===== src/rtl/div_seq.sv =====
// rtl/div_seq.sv - sequential signed restoring divider (2W/W bits); DIV_EARLY_ZERO_EN skips CALC when b==0
module div_seq #(
   parameter int WIDTH = 6
) (
   input  logic                 clk,
   input  logic                 rst,
   input  logic                 start,
   input  logic [2*WIDTH-1:0]   a,
   input  logic [WIDTH-1:0]     b,
   output logic [2*WIDTH-1:0]   quot,
   output logic [WIDTH-1:0]     rem,
   output logic                 busy,
   output logic                 done,
   output logic                 div_zero,
   output logic                 ovf
);

   localparam int DW = 2 * WIDTH;
   localparam int CW = $clog2(DW);
   localparam logic [CW-1:0] CNT_LAST = CW'(DW - 1);

   typedef enum logic [2:0] {
      S_IDLE,
      S_PREP,
      S_CALC,
      S_FIX,
      S_DONE
   } state_t;

   state_t state, state_nxt;
   logic   accept;

   // operands captured on an accepted start
   logic [DW-1:0]    a_r;
   logic [WIDTH-1:0] b_r;

   // restoring-division working set; q_sh shifts |a| out and quotient bits in
   logic             sign_a, sign_b;
   logic [DW-1:0]    q_sh;
   logic [WIDTH:0]   b_mag;
   logic [WIDTH:0]   prem;
   logic [CW-1:0]    cnt;

   // |b| can reach 2^(WIDTH-1), so it is formed at WIDTH+1 bits from a sign-extended copy
   logic [WIDTH:0]   b_ext;
   // one extra bit above the partial remainder makes the trial borrow visible
   logic [WIDTH+1:0] shifted;
   logic [WIDTH+1:0] trial;
   logic [DW-1:0]    q_signed;
   logic [WIDTH-1:0] r_signed;
   logic             b_is_zero;
   logic             is_ovf;

   assign b_ext     = {b_r[WIDTH-1], b_r};
   assign shifted   = {prem, q_sh[DW-1]};
   assign trial     = shifted - {1'b0, b_mag};
   assign q_signed  = (sign_a ^ sign_b) ? -q_sh : q_sh;
   assign r_signed  = sign_a ? -prem[WIDTH-1:0] : prem[WIDTH-1:0];
   assign b_is_zero = (b_r == '0);
   // only most-negative / -1 yields a quotient magnitude outside the signed range
   assign is_ovf    = (a_r == {1'b1, {(DW-1){1'b0}}}) && (b_r == '1);

   // state register
   always_ff @(posedge clk) begin
      if (rst) state <= S_IDLE;
      else     state <= state_nxt;
   end

   // next-state, start acceptance and status outputs
   always_comb begin
      state_nxt = state;
      accept    = 1'b0;
      busy      = 1'b0;
      done      = 1'b0;
      case (state)
         S_IDLE: begin
            if (start) begin
               accept    = 1'b1;
               state_nxt = S_PREP;
            end
         end
         S_PREP: begin
            busy = 1'b1;
`ifdef DIV_EARLY_ZERO_EN
            state_nxt = b_is_zero ? S_FIX : S_CALC;
`else
            state_nxt = S_CALC;
`endif
         end
         S_CALC: begin
            busy = 1'b1;
            if (cnt == CNT_LAST) state_nxt = S_FIX;
         end
         S_FIX: begin
            busy      = 1'b1;
            state_nxt = S_DONE;
         end
         S_DONE: begin
            done = 1'b1;
            if (start) begin
               accept    = 1'b1;
               state_nxt = S_PREP;
            end else begin
               state_nxt = S_IDLE;
            end
         end
         default: state_nxt = S_IDLE;
      endcase
   end

   // operand capture, one quotient bit per CALC cycle, signed result registration in FIX
   always_ff @(posedge clk) begin
      if (rst) begin
         a_r      <= '0;
         b_r      <= '0;
         sign_a   <= 1'b0;
         sign_b   <= 1'b0;
         q_sh     <= '0;
         b_mag    <= '0;
         prem     <= '0;
         cnt      <= '0;
         quot     <= '0;
         rem      <= '0;
         div_zero <= 1'b0;
         ovf      <= 1'b0;
      end else begin
         if (accept) begin
            a_r <= a;
            b_r <= b;
         end
         case (state)
            S_PREP: begin
               sign_a <= a_r[DW-1];
               sign_b <= b_r[WIDTH-1];
               q_sh   <= a_r[DW-1] ? -a_r : a_r;
               b_mag  <= b_r[WIDTH-1] ? -b_ext : b_ext;
               prem   <= '0;
               cnt    <= '0;
            end
            S_CALC: begin
               q_sh <= {q_sh[DW-2:0], ~trial[WIDTH+1]};
               prem <= trial[WIDTH+1] ? shifted[WIDTH:0] : trial[WIDTH:0];
               cnt  <= cnt + CW'(1);
            end
            S_FIX: begin
               if (b_is_zero) begin
                  quot     <= '1;
                  rem      <= a_r[WIDTH-1:0];
                  div_zero <= 1'b1;
                  ovf      <= 1'b0;
               end else begin
                  quot     <= q_signed;
                  rem      <= r_signed;
                  div_zero <= 1'b0;
                  ovf      <= is_ovf;
               end
            end
            default: ;
         endcase
      end
   end

endmodule


===== config.mk =====
export PLATFORM = sky130hd
export DESIGN_NAME = div_seq
export DESIGN_NICKNAME = d
export VERILOG_FILES = /design/src/rtl/div_seq.sv
export SDC_FILE = /design/constraint.sdc
export NUM_CORES = 1
export LEC_CHECK = 0
export BUFFER_PORTS_ARGS = -buffer_cell sky130_fd_sc_hd__buf_2
export CORE_MARGIN = 4
export CORE_UTILIZATION = 60
export CTS_CLUSTER_SIZE = 24
export DETAILED_ROUTE_END_ITERATION = 8
export HOLD_SLACK_MARGIN = 0.05
export PLACE_DENSITY_LB_ADDON = 0.3
export SYNTH_ARGS = -nofsm -noshare
export SYNTH_HDL_FRONTEND = slang
export SYNTH_SLANG_ARGS = --single-unit
export TNS_END_PERCENT = 20

===== constraint.sdc =====
create_clock -name clk -period 6.15 [get_ports clk]
set_input_delay 0.3075 -clock clk [delete_from_list [all_inputs] [get_ports clk]]
set_output_delay 0.3075 -clock clk [all_outputs]
set_load 0.005 [all_outputs]

# ---- Word-level counts from Yosys, hierarchy flattened
# Index checks and enable logic that the tools add are counted.
dict set report classes {
  reduce_logical 7
  n_mux 20
  bitwise 2
  eq_ne 9
  add_sub_neg 6
}
# op n
set op_table {}
lappend op_table {{12-bit 2-to-1 mux} 3}
lappend op_table {{12-bit negation} 2}
lappend op_table {{12-bit case mux with 2 select lines} 1}
lappend op_table {{3-bit case mux with 5 select lines} 1}
lappend op_table {{7-bit 2-to-1 mux} 2}
lappend op_table {{7-bit case mux with 2 select lines} 1}
lappend op_table {{12-bit == test (second input constant)} 1}
lappend op_table {{6-bit 2-to-1 mux} 2}
lappend op_table {{4-bit case mux with 2 select lines} 1}
lappend op_table {{8-bit by 7-bit subtractor with 8-bit output} 1}
lappend op_table {{1-bit 2-to-1 mux} 7}
lappend op_table {{7-bit negation} 1}
lappend op_table {{3-bit by 2-bit == test with 1-bit output (second input constant)} 2}
lappend op_table {{6-bit == test (second input constant)} 1}
lappend op_table {{6-bit logical NOT} 1}
lappend op_table {{3-bit 2-to-1 mux} 2}
lappend op_table {{6-bit negation} 1}
lappend op_table {{4-bit by 1-bit adder with 4-bit output (second input constant)} 1}
lappend op_table {{4-bit == test (second input constant)} 1}
lappend op_table {{2-bit != test (second input constant)} 2}
lappend op_table {{3-bit by 1-bit == test with 1-bit output (second input constant)} 1}
lappend op_table {{3-bit == test (second input constant)} 1}
lappend op_table {{3-bit logical NOT} 1}
lappend op_table {{3-bit OR reduction} 1}
lappend op_table {{other kinds (6)} 6}
dict set report word_totals {
  input_bits 21
  register_bits 73
  wordCells 57
  out_inout_bits 22
}

# ---- Depth between registers and ports, before layout
# Gate-level depths: netlist of the first run.
dict set report logic_depth {
  depth_word 3
  depth_mapped 9
}

# ---- Worst setup path before layout of the first run
# Ideal clock, no wire load.
dict set report synth_timing {
  kind {register -> register}
  startpoint {register q_sh[11]}
  endpoint {register prem[2]}
  stages_incl_launch_ff 9
  arrival_ps 1973
  path_buffers 1
  t_required_ps 6023
  slack_ps 4050
  path_cell_list {dfxtp_1 -> inv_1 -> ha_1 -> nand2b_1 -> a211oi_1 -> a2bb2oi_1 -> and2_1 -> buf_2 -> o211ai_1}
}
dict set report synth_via {
  elab_chain_cells 3
}
# item line
set synth_lines {}
lappend synth_lines {{from (decl)} 39} ;# logic [DW-1:0] q_sh;
lappend synth_lines {{from (signal assigned)} 135} ;# q_sh <= a_r[DW-1] ? -a_r : a_r;
lappend synth_lines {{from (signal assigned)} 141} ;# q_sh <= {q_sh[DW-2:0], ~trial[WIDTH+1]};
lappend synth_lines {{8-bit by 7-bit subtractor with 8-bit output} 56} ;# assign trial = shifted - {1'b0, b_mag};
lappend synth_lines {{7-bit 2-to-1 mux} 142} ;# prem <= trial[WIDTH+1] ? shifted[WIDTH:0] : trial[WIDTH:0];
lappend synth_lines {{7-bit case mux with 2 select lines} 131} ;# case (state)
lappend synth_lines {{to (signal assigned)} 142}
lappend synth_lines {{to (decl)} 41} ;# logic [WIDTH:0] prem;
# Every way passes these cells.
# A chain may end at the register's enable or synchronous reset.

# ---- Final worst setup path of the first run
dict set report layout_timing {
  startpoint {register state[1]}
  endpoint {register prem[5]}
}
dict set report layout_via {
  elab_chain_cells 2
  elab_cells_between_ends 4
  cone_classes {eq/ne (2); mux (1); reduce/logical (1)}
}
# item line
set layout_lines {}
lappend layout_lines {{from (decl)} 30} ;# state_t state, state_nxt;
lappend layout_lines {{from (signal assigned)} 66} ;# else state <= state_nxt;
lappend layout_lines {{3-bit by 2-bit == test with 1-bit output or 3-bit by 1-bit == test with 1-bit output (tied branches)} 131}
lappend layout_lines {{7-bit case mux with 2 select lines or 2-bit nonzero test (tied branches)} n/a}
# Several ways; a longest one is shown, not always the timed one.

==> results of run 1 <==
kinds of logic (layout without fill, tap and decap cells):
logic type                 Yosys count  in the layout  synth area share, %
buffers and inverters               54             80                 5.43
adders and majority gates           15             15                 5.13
xor gates and xnor gates            31             31                 7.14
DFF                                 73             73                 38.4
AOI/OAI and AO/OA                  115            115                 20.9
muxes                                3              3                0.789
and+or+nand+nor                    184            184                 22.2
metal layers:
layer  up-vias  GRT usage (%)  routed length (um)  share of wire (%)
li1       1721              -                   -                  -
met4         0           12.4                 196                2.3
met1      1582           31.3                3880                 45
met5         -              0                   0                  0
met2       131           38.6                3990                 46
met3        17           4.89                 632                7.3
how the worst max path moves through the flow:
stage / to / slack [ns] / cells after the start / start
floorplan: prem[2] / 4.05 / 8 / q_sh[11]
global placement: prem[5] / 3.68 / 5 / state[1]
detailed placement: prem[5] / 3.55 / 5 / state[1]
CTS: prem[5] / 3.52 / 5 / state[1]
global route: prem[5] / 3.22 / 5 / state[1]
finish: prem[5] / 3.43 / 5 / state[1]
synthesized netlist by cell type, types with 4 or more instances:
cell type	count	area, um^2
nand2_1	82	308
dfxtp_1	73	1460
nor2_1	48	180
a21oi_1	41	205
clkbuf_1	28	105
xnor2_1	21	184
inv_1	20	75.1
ha_1	14	175
o211ai_1	12	90.1
a222oi_1	10	100
xor2_1	10	87.6
a211oi_1	9	67.6
nand4_1	9	56.3
a311oi_1	7	61.3
o21ai_0	7	35.0
nor3_1	6	30.0
nand2b_1	5	31.3
nor2b_1	5	31.3
a31oi_1	4	25.0
o31ai_1	4	30.0
or4_1	4	30.0
tightest hold or removal path: cells and delay by family:
family,cells,cell delay [ns]
buf+inv,1,0.09
compound gates,1,0.05
simple gates,1,0.04
sequential cells by signal (all words and copies together), names as in the netlist, 3 cells and up:
| signal | count |
|---|---|
| b_mag | 7 |
| b_r | 6 |
| a_r | 12 |
| prem | 7 |
| state | 3 |
| rem | 6 |
| q_sh | 12 |
| quot | 12 |
| cnt | 4 |
through the flow:
| step | util, % | area (um^2) |
|---|---|---|
| final | 70.3 | 4240 |
| after global routing | 70.3 | 4240 |
| after CTS | 70.3 | 4240 |
| after detailed placement | 66.3 | 4000 |
| after global placement | 66.3 | 4000 |
| after floorplan | - | 3800 |
layout make-up:
type                    count  share of cell area, %
flip-flops and latches     73                   34.5
repair buffers             44                   5.31
clock inverters             7                   2.77
clock buffers               9                   2.92
inverters                  20                   1.77
multi-input cells         348                   50.5
well taps                  75                   2.21
power breakdown:
| part | internal [mW] | switching (mW) | leakage, nW |
|---|---|---|---|
| clock | 0.270 | 0.186 | 0.124 |
| combinational | 0.0743 | 0.126 | 0.899 |
| sequential | 0.494 | 0.0302 | 0.593 |
| total | 0.838 | 0.343 | 1.62 |
==> run metrics, run 1 <==
status finished clean; register-to-register setup slack 3.43 ns; Hold Startpoint b[0]; Worst Path Required 6.43 ns; Tot Pwr 1.18 mW; CP max FO 18; grt ovf 0; GPL Wtd Cong 0.860; yosys warns 0; Hold Crit Class input port to flip-flop; post-CTS setup buffer count 0; synthesized cell area 3800 um^2; Setup Crit Path Kind flip-flop to flip-flop; cells resized by post-CTS repair 0; Unique masters post-synth 53; CP max stage cell nor3b_2; Largest delay share family, worst path simple AND/OR/NAND/NOR gates; Max Freq 367 MHz; area of the multi-input gates 2140 um^2; IO Port Bufs 42; sum of negative setup slack 0 ns; RSZ-0062 raised after global routing false; Initial Util 63.1%; Tcrit/Tclk final 44.3%; hold slack 0.183 ns; post-route non-filler standard cell count 576; post-DR wirelength/cell 15.1 um; Top FF cell, synth dfxtp_1; final setup vio count 0; worst slack, placed 3.55 ns; fraction of registers with async set/reset 0%; worst skew pair latency 0.35 ns; Core ar. 6030 um^2; Worst Skew 0.0111 ns; Mapped Cells 475; share of cells above drive strength 1 13.2%; Pre-antenna DRT Iters 5; Final ANT Viol Nets 0; Placed Instances 560; Final Critical Period 2.72 ns; Rows 28; Worst Tran Pin Value 1.01 ns; DRT iter0 DRCs 330; CP max stage delay 0.88 ns; Syn Nets 511; Max Cap Viol 0; FF+latch count, synth 73; Root Buffer clkbuf_8; antenna fix cells 0; hold endpoint b_r[0]; PD cells 279 nW/um^2; setup slack after layout 3.43 ns; Routed WL 8700 um; DRC violations left 0; Worst VDD drop 0.000154 V; hold path depth 3; CTS Buf Count 9; Die Y 87.6 um; initial antenna violation count 0; vias after detailed routing 3451; Register Area 1460 um^2; WP data arrival 3.00 ns; RR Startpoint state[1]; largest net degree at the start of global routing 69; critical path cell sequence nor3b_2, nor2b_1, o31a_1, nand4_1, o211ai_1; Post-DP HPWL 6080 um; commonest non-fill, non-tap cell in the layout nand2_1; Startpoint Class flip-flop; die area 7680 um^2; type of destination of the critical path flip-flop; vias per cell 5.99; Final nets 532; first-pass GRT wire length 14800 um; Max Buffers Root-to-Sink 2; Die Wd 87.6 um; reg2reg path depth 5; commonest non-fill, non-tap cells in the layout 82 x nand2_1, 73 x dfxtp_1, 48 x nor2_1, 42 x buf_2, 41 x a21oi_1; Final Hold Fails 0; total track usage 24.3%; number of hold buffers added after CTS 0; sequential share of the synthesized area 38.4%; max-slew violations 0; H-tree Lvls 3; Syn Area/Cell 8.01 um^2; synthesis-to-layout area growth 11.4%; Reg clk slew, reported paths 0.08 ns; I/O pin count 43; CP bufs+invs 0; CTS tree built; reg2reg end prem[5]; TritonCTS Sinks 73; Leakage 1.62 nW; Rel. slew slack 32.2%; # fillers 498; Post-synth EDFFs 0; vias in the first global route 3213
No activity file was read; power rests on OpenSTA's default activity.
==> inputs of run 2 (changes only) <==
Settings changed: CORE_UTILIZATION 60 to 58.
Clock period 6.15 ns to 2.7 ns, I/O delays scaled along.
==> run 2 against run 1 <==
Sequential cell count unchanged; sequential power up 130%; worst setup slack worse by 3.0 ns; clock power up 110%; critical path depth up 2; routed wire length up 6.1%; power up 120%; largest power group unchanged.
==> run metrics, run 2 (synthesis gave the netlist of run 1 again) <==
Reg clk slew, reported paths 0.08 ns (about the same); CTS tree built; Rows 29 (+3.6%); Rel. slew slack 46.8% (+15 points); hold path depth 3 (unchanged); Die Y 89.0 um (+1.6%); Post-DP HPWL 6310 um (+3.8%); Root Buffer clkbuf_8; Worst Tran Pin Value 0.791 ns (-0.222 ns); GPL Wtd Cong 0.902 (+4.9%); Final Hold Fails 0 (unchanged); Max Cap Viol 0 (unchanged); I/O pin count 43 (unchanged); type of destination of the critical path flip-flop; post-CTS setup buffer count 0 (unchanged); CP max FO 9 (-9); Startpoint Class flip-flop; post-DR wirelength/cell 15.3 um (+1.3%); status finished clean; design area 4450 um^2 (+5.0%); commonest non-fill, non-tap cell in the layout nand2_1; first-pass GRT wire length 15700 um (+5.8%); commonest non-fill, non-tap cells in the layout 82 x nand2_1, 73 x dfxtp_1, 48 x nor2_1, 42 x buf_2, 41 x a21oi_1; initial antenna violation count 0 (unchanged); final core utilization 70.1% (-0.26 points); PD cells 594 nW/um^2 (+110%); Final Critical Period 2.24 ns (-0.485 ns); die area 7920 um^2 (+3.1%); vias per cell 5.89 (-1.7%); Max Buffers Root-to-Sink 2 (unchanged); Worst Path Required 2.98 ns (-3.45 ns); TritonCTS Sinks 73 (unchanged); Worst Skew 0.0115 ns (+0.000414 ns); RSZ-0062 raised after global routing false; vias after detailed routing 3550 (+2.9%); sum of negative setup slack 0 ns (unchanged); final setup vio count 0 (unchanged); Max Freq 447 MHz (+22%); Hold Crit Class input port to flip-flop; Top Registers a_r (12), q_sh (12), quot (12); H-tree Lvls 3 (unchanged); IO Port Bufs 42 (unchanged); cells resized by post-CTS repair 0 (unchanged); reg2reg path depth 7 (+2); Setup Crit Path Kind flip-flop to flip-flop; Routed WL 9230 um (+6.1%); DRT iter0 DRCs 267 (-19%); antenna fix cells 0 (unchanged); worst skew pair latency 0.36 ns (about the same); Final nets 557 (+4.7%); Final ANT Viol Nets 0 (unchanged); Die Wd 89.0 um (+1.6%); vias in the first global route 3319 (+3.3%); total track usage 25.3% (+0.99 points); Core ar. 6350 um^2 (+5.4%); Pre-antenna DRT Iters 5 (unchanged); WP data arrival 2.51 ns (-0.49 ns); synthesis-to-layout area growth 17.0%; Placed Area 4050 um^2 (+1.4%); largest net degree at the start of global routing 37 (-46%); CTS Buf Count 9 (unchanged); Initial Util 59.9% (-3.2 points); number of hold buffers added after CTS 18 (+18); Tcrit/Tclk final 82.9% (+39 points); DRC violations left 0 (unchanged); grt ovf 0 (unchanged); share of cells above drive strength 1 13.7% (+0.51 points); Worst VDD drop 0.000402 V (+160%); max-slew violations 0 (unchanged); Leakage 1.71 nW (+5.7%)
[run 2: cell count changes in the layout (fill, tap and decap cells not counted), sizes merged]
| cell | previous run | this run |
|---|---|---|
| buf | 44 | 51 |
| inv | 21 | 22 |
| clkinv | 3 | 1 |
| clkbuf | 9 | 10 |
| dlygate4sd3 | 0 | 18 |
| bufinv | 3 | 2 |
| clkinvlp | 0 | 1 |
[run 2: worst paths after layout]
check	from	endpoint	slack (ns)
max	q_sh[11]	prem[2]	0.46
min	start	state[0]	0.14
max reg2reg	q_sh[11]	prem[2]	0.46
min reg2reg	b_mag[5]	b_mag[5]	0.45
[run 2: power breakdown]
| group | switching [mW] | internal (mW) |
|---|---|---|
| registers | 0.0692 | 1.13 |
| logic | 0.293 | 0.203 |
| clock network | 0.428 | 0.525 |
[run 2: stage by stage]
| step | hold slack [ns] | std cells | power, mW | setup slack (ns) |
|---|---|---|---|---|
| after detailed placement | 0.381 | 569 | 1.69 | 0.520 |
| after CTS | 0.132 | 603 | 2.64 | 0.472 |
| final | 0.139 | 603 | 2.64 | 0.463 |
| after global placement | 0.376 | 569 | 1.67 | 0.621 |
| after floorplan | 0.271 | 475 | 1.56 | 0.600 |
| after global routing | 0.211 | 603 | 2.77 | 0.297 |
[run 2: routing by layer]
| layer | vias up | global-route usage (%) | wire length (um) | share of wire, % |
|---|---|---|---|---|
| li1 | 1768 | - | - | - |
| met1 | 1635 | 33.9 | 4180 | 45 |
| met2 | 132 | 41.3 | 4270 | 46 |
| met3 | 15 | 5.44 | 627 | 6.8 |
| met4 | 0 | 7.31 | 151 | 1.6 |
| met5 | - | 0 | 0 | 0 |
[run 2: final cells by class]
type,instances,area (um^2)
Inverter,20,75.1
Timing Repair Buffer,69,458
Multi-Input combinational cell,348,2140
Tap cell,77,96.3
Sequential cell,73,1460
Clock buffer,10,128
Clock inverter,6,90.1
Fill cell,504,1900
[run 2: critical path, stage by stage, from the launching register on]
cell and delay, ns:
dfxtp_1 0.42, inv_1 0.09, ha_1 0.20, nand2b_1 0.16
a211oi_1 0.39, o211ai_1 0.35, and2_1 0.33, o211ai_1 0.21
